**config.mk**
```make
export PLATFORM = sky130hd
export DESIGN_NAME = lcd_bus_arbiter
export DESIGN_NICKNAME = d
export VERILOG_FILES = /design/src/rtl/lcd_bus_arbiter.sv
export SDC_FILE = /design/constraint.sdc
export NUM_CORES = 1
export LEC_CHECK = 0
export BUFFER_PORTS_ARGS = -buffer_cell sky130_fd_sc_hd__buf_4
export CORE_ASPECT_RATIO = 1.2
export CORE_UTILIZATION = 52
export CTS_BUF_LIST = sky130_fd_sc_hd__clkbuf_16
export DETAILED_ROUTE_END_ITERATION = 16
export PLACE_DENSITY = 0.88
export RECOVER_POWER = 25
export SLEW_MARGIN = 20
export SYNTH_ARGS = -nofsm -noshare
export SYNTH_HDL_FRONTEND = slang
export SYNTH_SLANG_ARGS = --single-unit
```
**constraint.sdc**
```tcl
create_clock -name clk -period 1.77 [get_ports clk]
set_input_delay 0.177 -clock clk [delete_from_list [all_inputs] [get_ports clk]]
set_output_delay 0.177 -clock clk [all_outputs]
set_load 0.02 [all_outputs]
```
**src/rtl/lcd_bus_arbiter.sv**
```systemverilog
// -----------------------------------------------------------------------------
// lcd_bus_arbiter
//
// Purpose:
//    Shares one LCD controller command port between two requesters. A request
//    is accepted only while the arbiter is idle, the controller is not busy and
//    no acknowledge is being signalled. The winning command is latched and
//    strobed for one cycle. It is then held on the bus for a fixed hold-off
//    period before the owner is acknowledged and the bus is released.
//
// Configuration macro:
//    LCD_ARB_ROUND_ROBIN_EN - when defined, a tie goes to the requester that
//                             was not served last. When undefined, requester 0
//                             always wins a tie and no pointer exists.
//
// Parameters:
//    GAP_CYCLES - hold-off cycles after each issued command (2..4095)
//    CBITS      - width of the hold-off counter
//
// Ports:
//    clk              in   sole clock, rising edge
//    rst_n            in   asynchronous active-low reset
//    req0 / req1      in   requester N wants to send one command
//    cmd0 / cmd1      in   command {rs, rw, data[7:0]} from requester N
//    grant0 / grant1  out  requester N owns the LCD bus
//    ack0 / ack1      out  one-cycle pulse, requester N's command is complete
//    lcd_busy         in   LCD controller busy (initialisation)
//    lcd_enable       out  one-cycle command strobe to the controller
//    lcd_bus          out  command to the controller, same format as cmdN
// -----------------------------------------------------------------------------
module lcd_bus_arbiter #(
   parameter int GAP_CYCLES = 1024,
   parameter int CBITS      = 12
) (
   input  logic       clk,
   input  logic       rst_n,
   input  logic       req0,
   input  logic       req1,
   input  logic [9:0] cmd0,
   input  logic [9:0] cmd1,
   output logic       grant0,
   output logic       grant1,
   output logic       ack0,
   output logic       ack1,
   input  logic       lcd_busy,
   output logic       lcd_enable,
   output logic [9:0] lcd_bus
);

   typedef enum logic [1:0] {
      IDLE  = 2'd0,
      ISSUE = 2'd1,
      HOLD  = 2'd2
   } state_t;

   localparam logic [CBITS-1:0] LAST_CNT = CBITS'(GAP_CYCLES - 1);
   localparam logic [CBITS-1:0] CNT_ONE  = {{(CBITS-1){1'b0}}, 1'b1};

   state_t           state_r;
   logic [CBITS-1:0] cnt_r;
   logic             sel_r;          // requester currently owning the bus
   logic             pick_valid_s;   // at least one request pending
   logic             pick_s;         // index of the requester that would win

`ifdef LCD_ARB_ROUND_ROBIN_EN
   logic             last_r;         // requester served most recently
`endif

   // Arbitration: choose which pending request would be accepted this cycle.
   always_comb begin
      pick_valid_s = 1'b0;
      pick_s       = 1'b0;
      if (req0 && req1) begin
         pick_valid_s = 1'b1;
`ifdef LCD_ARB_ROUND_ROBIN_EN
         pick_s       = ~last_r;
`else
         pick_s       = 1'b0;
`endif
      end else if (req0) begin
         pick_valid_s = 1'b1;
         pick_s       = 1'b0;
      end else if (req1) begin
         pick_valid_s = 1'b1;
         pick_s       = 1'b1;
      end else begin
         pick_valid_s = 1'b0;
         pick_s       = 1'b0;
      end
   end

   // Control FSM: accept, strobe, hold off, acknowledge; all outputs registered.
   always_ff @(posedge clk or negedge rst_n) begin
      if (!rst_n) begin
         state_r    <= IDLE;
         cnt_r      <= {CBITS{1'b0}};
         sel_r      <= 1'b0;
         grant0     <= 1'b0;
         grant1     <= 1'b0;
         ack0       <= 1'b0;
         ack1       <= 1'b0;
         lcd_enable <= 1'b0;
         lcd_bus    <= 10'h000;
`ifdef LCD_ARB_ROUND_ROBIN_EN
         last_r     <= 1'b1;
`endif
      end else begin
         case (state_r)
            IDLE: begin
               ack0  <= 1'b0;
               ack1  <= 1'b0;
               cnt_r <= {CBITS{1'b0}};
               // The registered ack blocks sampling, so a requester that keeps
               // req high is seen again only in the cycle after its ack.
               if (!lcd_busy && !ack0 && !ack1 && pick_valid_s) begin
                  sel_r      <= pick_s;
                  grant0     <= ~pick_s;
                  grant1     <= pick_s;
                  lcd_enable <= 1'b1;
                  lcd_bus    <= pick_s ? cmd1 : cmd0;
                  state_r    <= ISSUE;
               end else begin
                  grant0     <= 1'b0;
                  grant1     <= 1'b0;
                  lcd_enable <= 1'b0;
                  lcd_bus    <= 10'h000;
                  state_r    <= IDLE;
               end
            end

            ISSUE: begin
               lcd_enable <= 1'b0;
               cnt_r      <= {CBITS{1'b0}};
               state_r    <= HOLD;
            end

            HOLD: begin
               // lcd_busy is deliberately not looked at here; the count alone
               // paces commands.
               if (cnt_r == LAST_CNT) begin
                  grant0  <= 1'b0;
                  grant1  <= 1'b0;
                  ack0    <= ~sel_r;
                  ack1    <= sel_r;
                  lcd_bus <= 10'h000;
                  cnt_r   <= {CBITS{1'b0}};
                  state_r <= IDLE;
`ifdef LCD_ARB_ROUND_ROBIN_EN
                  last_r  <= sel_r;
`endif
               end else begin
                  cnt_r   <= cnt_r + CNT_ONE;
                  state_r <= HOLD;
               end
            end

            default: begin
               state_r    <= IDLE;
               cnt_r      <= {CBITS{1'b0}};
               grant0     <= 1'b0;
               grant1     <= 1'b0;
               ack0       <= 1'b0;
               ack1       <= 1'b0;
               lcd_enable <= 1'b0;
               lcd_bus    <= 10'h000;
            end
         endcase
      end
   end

endmodule

```
=== After elaboration in Yosys (flattened, before gate mapping) ===
Cells that the tools add are included.

* $add $sub $neg: 1
* Eq/ne operators: 4
* Mux-type cells: 25
* Bitwise logic cells: 3
* Reduce and logical (&&, ||, !) cells: 10

{| class="wikitable"
|+ Operators by type and width
! kind !! number
|-
| $mux 10 || 3
|-
| $pmux 10 s3 || 1
|-
| $mux 12 || 2
|-
| $add 12x1->12 const B || 1
|-
| $eq 12x10->1 const B || 1
|-
| $mux 1 || 12
|-
| $pmux 1 s2 || 3
|-
| $pmux 1 s3 || 2
|-
| $pmux 2 s3 || 1
|-
| $logic_and 1x1->1 || 4
|-
| $reduce_and 2->1 || 2
|-
| $logic_not 1->1 || 3
|-
| $not 1->1 || 3
|-
| $eq 2x1->1 const B || 1
|-
| $eq 2x2->1 const B || 1
|-
| $logic_not 2->1 || 1
|-
| $mux 2 || 1
|-
| $ne 2x2->1 const B || 1
|}

* Bits in registers: 30
* Bits of input ports: 25
* Output and inout bits: 15
* Word-level logic and storage cells: 52

=== Longest topological paths before layout ===
Gate-level depths: netlist of the first run.

* Word-level depth: 6
* Depth in mapped cells: 5
* Mapped depth without buffers: 4

=== Least setup slack after synthesis of the first run ===
No wires, ideal clock.

* Kind: reg2reg
* From: register cnt_r[0]
* To: register ack0
* Setup time: 122 ps
* Arrival time: 1,436 ps
* Data required time: 1,648 ps
* Setup slack: 212 ps
* Cell stages (with the launch flop): 5
* Buffers on the path: 0
* Period minus slack after synthesis: 1,558 ps
* Cells stage by stage: dfrtp_1 ha_1 nand3_2 or4_1 a32o_1

* Word-level cells in the longest chain between the ends: 3

{| class="wikitable"
|+ Ends and longest elaborated chain
! what !! RTL line !! RTL
|-
| from (decl) || 60 || <nowiki>logic [CBITS-1:0] cnt_r;</nowiki>
|-
| from (signal assigned) || 96 || <nowiki>cnt_r <= {CBITS{1'b0}};</nowiki>
|-
| from (signal assigned) || 112 || <nowiki>cnt_r <= {CBITS{1'b0}};</nowiki>
|-
| from (signal assigned) || 133 || <nowiki>cnt_r <= {CBITS{1'b0}};</nowiki>
|-
| $eq 12x10->1 || 140 || <nowiki>if (cnt_r == LAST_CNT) begin</nowiki>
|-
| $ne 2x2->1 (no source line) || - ||
|-
| $reduce_and 2->1 (no source line) || - ||
|-
| to (signal assigned) || 143 || <nowiki>ack0 <= ~sel_r;</nowiki>
|-
| to (decl) || 43 || <nowiki>output logic ack0,</nowiki>
|}

No other way between the ends.
A chain may end at the register's enable or synchronous reset.

=== Final worst setup path of the first run ===
Ends and elaborated chain as after synthesis.

==> results of run 1 <==
[worst max-delay path, delay by kind of cell (launching register included)]
family	cells	cell delay, ns
compound gates	1	0.26
simple gates	2	0.65
fa+ha+maj	1	0.24
flops	1	0.40
[logic make-up (layout without fill, tap and decap cells)]
kind of cell / Yosys count / in the layout / synth area share (%)
AOI/OAI and AO/OA: 36 / 36 / 17.4
xor gates and xnor gates: 4 / 4 / 2.27
and+or+nand+nor: 65 / 65 / 26.7
DFF: 30 / 30 / 48.7
adders and majority gates: 1 / 1 / 0.812
buffers and inverters: 14 / 62 / 4.14
[sequential cells by signal, summed over array words and instances (netlist names)]
register,flops
ack0,1
ack1,1
cnt_r,12
grant0,1
grant1,1
lcd_bus,10
lcd_enable,1
sel_r,1
state_r,2
[power breakdown]
part           total [W]  internal (W)  switching (W)
combinational   0.000905      0.000382       0.000523
sequential      0.000969      0.000846       0.000123
clock           0.000778      0.000505       0.000273
total            0.00265       0.00173       0.000918
[cell usage after synthesis (all sizes together), types with 3 or more instances]
| cell | number |
|---|---|
| inv | 5 |
| nand4 | 23 |
| nor2 | 4 |
| nand3 | 5 |
| or4 | 4 |
| or3 | 5 |
| o31ai | 5 |
| a21oi | 7 |
| buf | 4 |
| o21ai | 4 |
| clkbuf | 5 |
| nand2 | 15 |
| dfrtp | 30 |
| nor2b | 3 |
| o211ai | 11 |
[per-layer routing]
metal,share of wire (%),wire [um],GRT usage [%]
met1,40,1420,27.7
met2,51,1790,44.0
met3,6.7,235,7.41
met4,1.9,67,13.5
met5,0,0,0
[area by class of cell]
| type | count | area, sq um |
|---|---|---|
| clock buffer | 5 | 125 |
| clock inverter | 3 | 12.5 |
| fill | 204 | 757 |
| inverter | 5 | 18.8 |
| multi-input combinational | 106 | 737 |
| sequential | 30 | 751 |
| tap | 34 | 42.5 |
| timing repair buffer | 49 | 368 |
[stage by stage]
stage	setup WS, ns	instances	util (%)	total power, W	area [sq um]
after global routing	0.0112	232	73.1	0.00281	2050
final	0.116	232	73.1	0.00265	2050
after CTS	0.0502	232	72.8	0.00267	2050
after floorplan	0.212	150	-	0.00149	1540
after detailed placement	0.0600	223	67.6	0.00188	1900
after global placement	0.137	223	67.6	0.00184	1900
[worst max-delay path by stage]
| stage | start | end | slack, ns | depth (start not counted) |
|---|---|---|---|---|
| final | cnt_r[0] | ack0 | 0.12 | 4 |
| after global routing | cnt_r[0] | ack0 | 0.01 | 4 |
| after CTS | cnt_r[0] | ack0 | 0.05 | 4 |
| after detailed placement | cnt_r[0] | ack0 | 0.06 | 4 |
| after global placement | cnt_r[0] | ack0 | 0.14 | 4 |
| after floorplan | cnt_r[0] | ack0 | 0.21 | 4 |
[repair_timing]
| item | CTS | global route |
|---|---|---|
| endpoints found under the hold margin | 30 | 0 |
| setup buffers | 0 | 0 |
| setup endpoints to repair | 0 | 14 |
| hold buffers | 1 | 0 |
| gates resized for setup | 0 | 2 |
==> flow_metrics.tcl, run 1 <==
set metrics [dict create \
    ys_types 33 \
    path_cells "ha_2 -> nand3_4 -> or4_1 -> a32o_1" \
    clockRootBuffer "clkbuf_16" \
    crit_type "flop to flop" \
    setup_viol 0 \
    num-nets-final 223 \
    vdd_drop_max_mv 0.907 \
    min-delay-start "cmd1[3]" \
    fmax_ghz 0.604 \
    routedWlPerCell_um 15.2 \
    min_to "lcd_bus[3]" \
    tightest_slew_ns 0.737 \
    cp-end-kind "flop" \
    num_rows 21 \
    via_per_inst 6.07 \
    crit_fanout 11 \
    synthArstFlopShare_pct 100 \
    crit_required_ns 1.93 \
    antenna_found_initial 0 \
    cellLeakagePower_nw 0.900 \
    startpoint_type "flop" \
    start_util_pct 54.8 \
    fp.dieH_um 61.6 \
    yosysWarnings 0 \
    syn_inst 150 \
    diodes 0 \
    die_w_um 51.7 \
    finalWirelength_um 3520 \
    track_usage_pct 25.2 \
    fin_crit_ns 1.65 \
    syn_area_sq_um 1540 \
    die_area_sq_um 3190 \
    rsz0062_at_grt "false" \
    hold_slack_ns 0.179 \
    top_level_ports 40 \
    synth_edf_count 0 \
    ys_ff_latch 30 \
    cts_buffers 5 \
    worst_r2r_path_depth 4 \
    synth_area_leader_cell "dfrtp_1" \
    cts_tree "done" \
    worstSkewPairLatency_ns 0.27 \
    grt_pass1_wl_um 5760 \
    vias 1409 \
    holdPathStages 3 \
    postRouteAntennaNets 0 \
    htree_levels 2 \
    avgSynthCellArea_sq_um 10.3 \
    status "completed" \
    rrSetupSlack_ns 0.12 \
    cp.arrival_ns 1.82 \
    drv_slew 0 \
    grt_max_degree 31 \
    cts_sinks 30 \
    final_cell_mix "buf_4, dfrtp_1, nand4_1" \
    drt_first_iter_violations 42 \
    area_delta_synth_final_pct 33.3 \
    drc_errors 0 \
    core_sq_um 2810 \
    globalplace.congestion 0.797 \
    syn-num-nets 176 \
    cellPowerDensity_nw_per_um2 1290 \
    drive_above_1_share_pct 31.3 \
    hpwl_um 2540 \
    hold_path_class "input port to flop" \
    cts.clk_slew.worst_paths_ns 0.05 \
    yosys-top-cells-area "dfrtp_1, nand4_1, o211ai_1" \
    fin_worst_skew_ns 0.00450 \
    slew_headroom_pct 50.8 \
    period_share_pct 93.5 \
    cts.path.max_buffers 2 \
    r2r_end "ack0" \
    drtPass1Iterations 5 \
    finalHoldViolCount 0 \
    synth_top_flop_cell "dfrtp_1" \
    drv_cap 0 \
    crit_slowest_cell "or4_1" \
    final_common_cell "buf_4" \
    synth_top_area_share_pct 48.7 \
    cpPeakStageDelay_ns 0.52 \
    first_global_vias 1333 \
    r2r_start "cnt_r[0]" \
    portBuffers 39 \
    ys_seq_area_share_pct 48.7 \
    setup_tns_ns 0 \
    grt-ovfl-total 0 \
]
(Power assumes the default switching activity.)
==> run 2, diff against run 1 <==
- PLACE_DENSITY: 0.88 -> 0.78
==> run 2 against run 1 <==
Cell area is 0.85% lower. Die area stayed put. Register-to-register slack worse by 0.02 ns. Largest power group unchanged. Critical path type unchanged. Critical path depth is 1 higher. Highest routed layer unchanged.
==> flow_metrics.tcl, run 2 (synthesized netlist as in run 1, its figures left out) <==
set metrics [dict create \
    via_per_inst 6.06 \
    cts_buffers 5 \
    rsz0062_at_grt "false" \
    postCtsResizedCells 0 \
    cpPeakStageDelay_ns 0.51 \
    antenna_found_initial 0 \
    regArea_sq_um 751 \
    holdBufCountCts 1 \
    num_rows 21 \
    drt_first_iter_violations 40 \
    fin_worst_skew_ns 0.00466 \
    cts_tree "done" \
    intPower_w 0.00173 \
    switching_share_pct 34.5 \
    diodes 0 \
    crit_required_ns 1.97 \
    multiInputGateArea_sq_um 727 \
    top_level_ports 40 \
    hold_slack_ns 0.183 \
    power_frac_comb_pct 34.3 \
    cp-end-kind "flop" \
    crit_slowest_cell "or4_1" \
    cp.arrival_ns 1.87 \
    track_usage_pct 24.7 \
    period_share_pct 94.5 \
    setup_viol 0 \
    cts_sinks 30 \
    largest_reg_flops 12 \
    regMostFlops "cnt_r" \
    crit_fanout 9 \
    drc_errors 0 \
    fmax_ghz 0.598 \
    vdd_drop_max_mv 1.10 \
    path_cells "ha_1 -> nand3_2 -> buf_4 -> or4_1 -> a21oi_1" \
    n_fill_cell 216 \
    finalWirelength_um 3560 \
    postRouteAntennaNets 0 \
    tightest_slew_ns 0.748 \
    fin_crit_ns 1.67 \
    slew_headroom_pct 50.1 \
    grt_pass1_wl_um 5460 \
    cellLeakagePower_nw 0.899 \
    status "completed" \
    cellPowerDensity_nw_per_um2 1300 \
    cts.clk_slew.worst_paths_ns 0.05 \
    hold_path_class "input port to flop" \
    drv_cap 0 \
    pwr-share-seq_pct 36.5 \
    final_common_cell "buf_4" \
    fp.dieH_um 61.6 \
    final_cell_mix "buf_4, dfrtp_1, nand4_1" \
    first_global_vias 1247 \
    clockRootBuffer "clkbuf_16" \
    drive_above_1_share_pct 30.5 \
    drv_slew 0 \
    routedWlPerCell_um 15.4 \
    final_cells 231 \
    grt-ovfl-total 0 \
    core_sq_um 2810 \
    die_w_um 51.7 \
    globalplace.congestion 0.789 \
    post-route-util_pct 72.5 \
    startpoint_type "flop" \
    area_delta_synth_final_pct 32.1 \
    worstSkewPairLatency_ns 0.27 \
    post_cts_buffers 0 \
    power.net_switching_w 0.000912 \
    portBuffers 39 \
    setup_tns_ns 0 \
    htree_levels 2 \
    reg.largest.list "cnt_r x12, lcd_bus x10, state_r x2" \
    hpwl_um 2540 \
    die_area_sq_um 3190 \
    start_util_pct 54.8 \
    num-nets-final 222 \
    vias 1400 \
    drtPass1Iterations 4 \
    placedCellCount 222 \
    crit_type "flop to flop" \
    finalHoldViolCount 0 \
    cts.path.max_buffers 2 \
    grt_max_degree 31 \
    p_clk_share_pct 29.3 \
]
[run 2: layer usage]
metal	GRT usage, %	routed length, um	share of wire (%)
met1	27.5	1490	42
met2	42.7	1790	50
met3	6.91	228	6.4
met4	14.3	48	1.3
met5	0	0	0
[run 2: final cells by class]
class	count	area share (%)
clock buffer	5	6.14
clock inverter	3	0.614
inverter	5	0.921
multi-input combinational	106	35.7
sequential	30	36.9
tap	34	2.09
timing repair buffer	48	17.7
[run 2: power by group through the flow]
stage / logic (W) / clock network (W) / registers, W
4_1_cts: 0.000905 / 0.000797 / 0.000962
3_5_place_dp: 0.000899 / 0 / 0.000974
3_3_place_gp: 0.000881 / 0 / 0.000961
5_1_grt: 0.000994 / 0.000826 / 0.000986
6_report: 0.000905 / 0.000772 / 0.000963
2_1_floorplan: 0.000400 / 0 / 0.00109
[run 2: path summary, 6_finish.rpt]
kind	start	to	slack [ns]	cells past startpoint
worst max register to register	cnt_r[0]	cnt_r[10]	0.1	5
min in group asynchronous	rst_n	lcd_bus[0]	0.51	2
worst min register to register	cnt_r[0]	cnt_r[0]	0.48	1
max in group asynchronous	rst_n	cnt_r[0]	0.79	2
worst max-delay path	cnt_r[0]	cnt_r[10]	0.1	5
worst min-delay path	cmd1[3]	lcd_bus[3]	0.18	3
[run 2: stage by stage]
stage / setup slack, ns / total power [W] / instance area [sq um]
floorplan: 0.212 / 0.00149 / 1540
finish: 0.0971 / 0.00264 / 2040
global route: 0.00619 / 0.00281 / 2040
detailed placement: 0.0948 / 0.00187 / 1890
CTS: 0.0877 / 0.00266 / 2040
global placement: 0.162 / 0.00184 / 1890
[run 2: worst max-delay path, delay by kind of cell (launching register included)]
kind	cells	cell delay (ns)
and+or+nand+nor	2	0.65
buffers and inverters	1	0.21
adders and majority gates	1	0.22
DFF	1	0.38
AOI/OAI and AO/OA	1	0.15
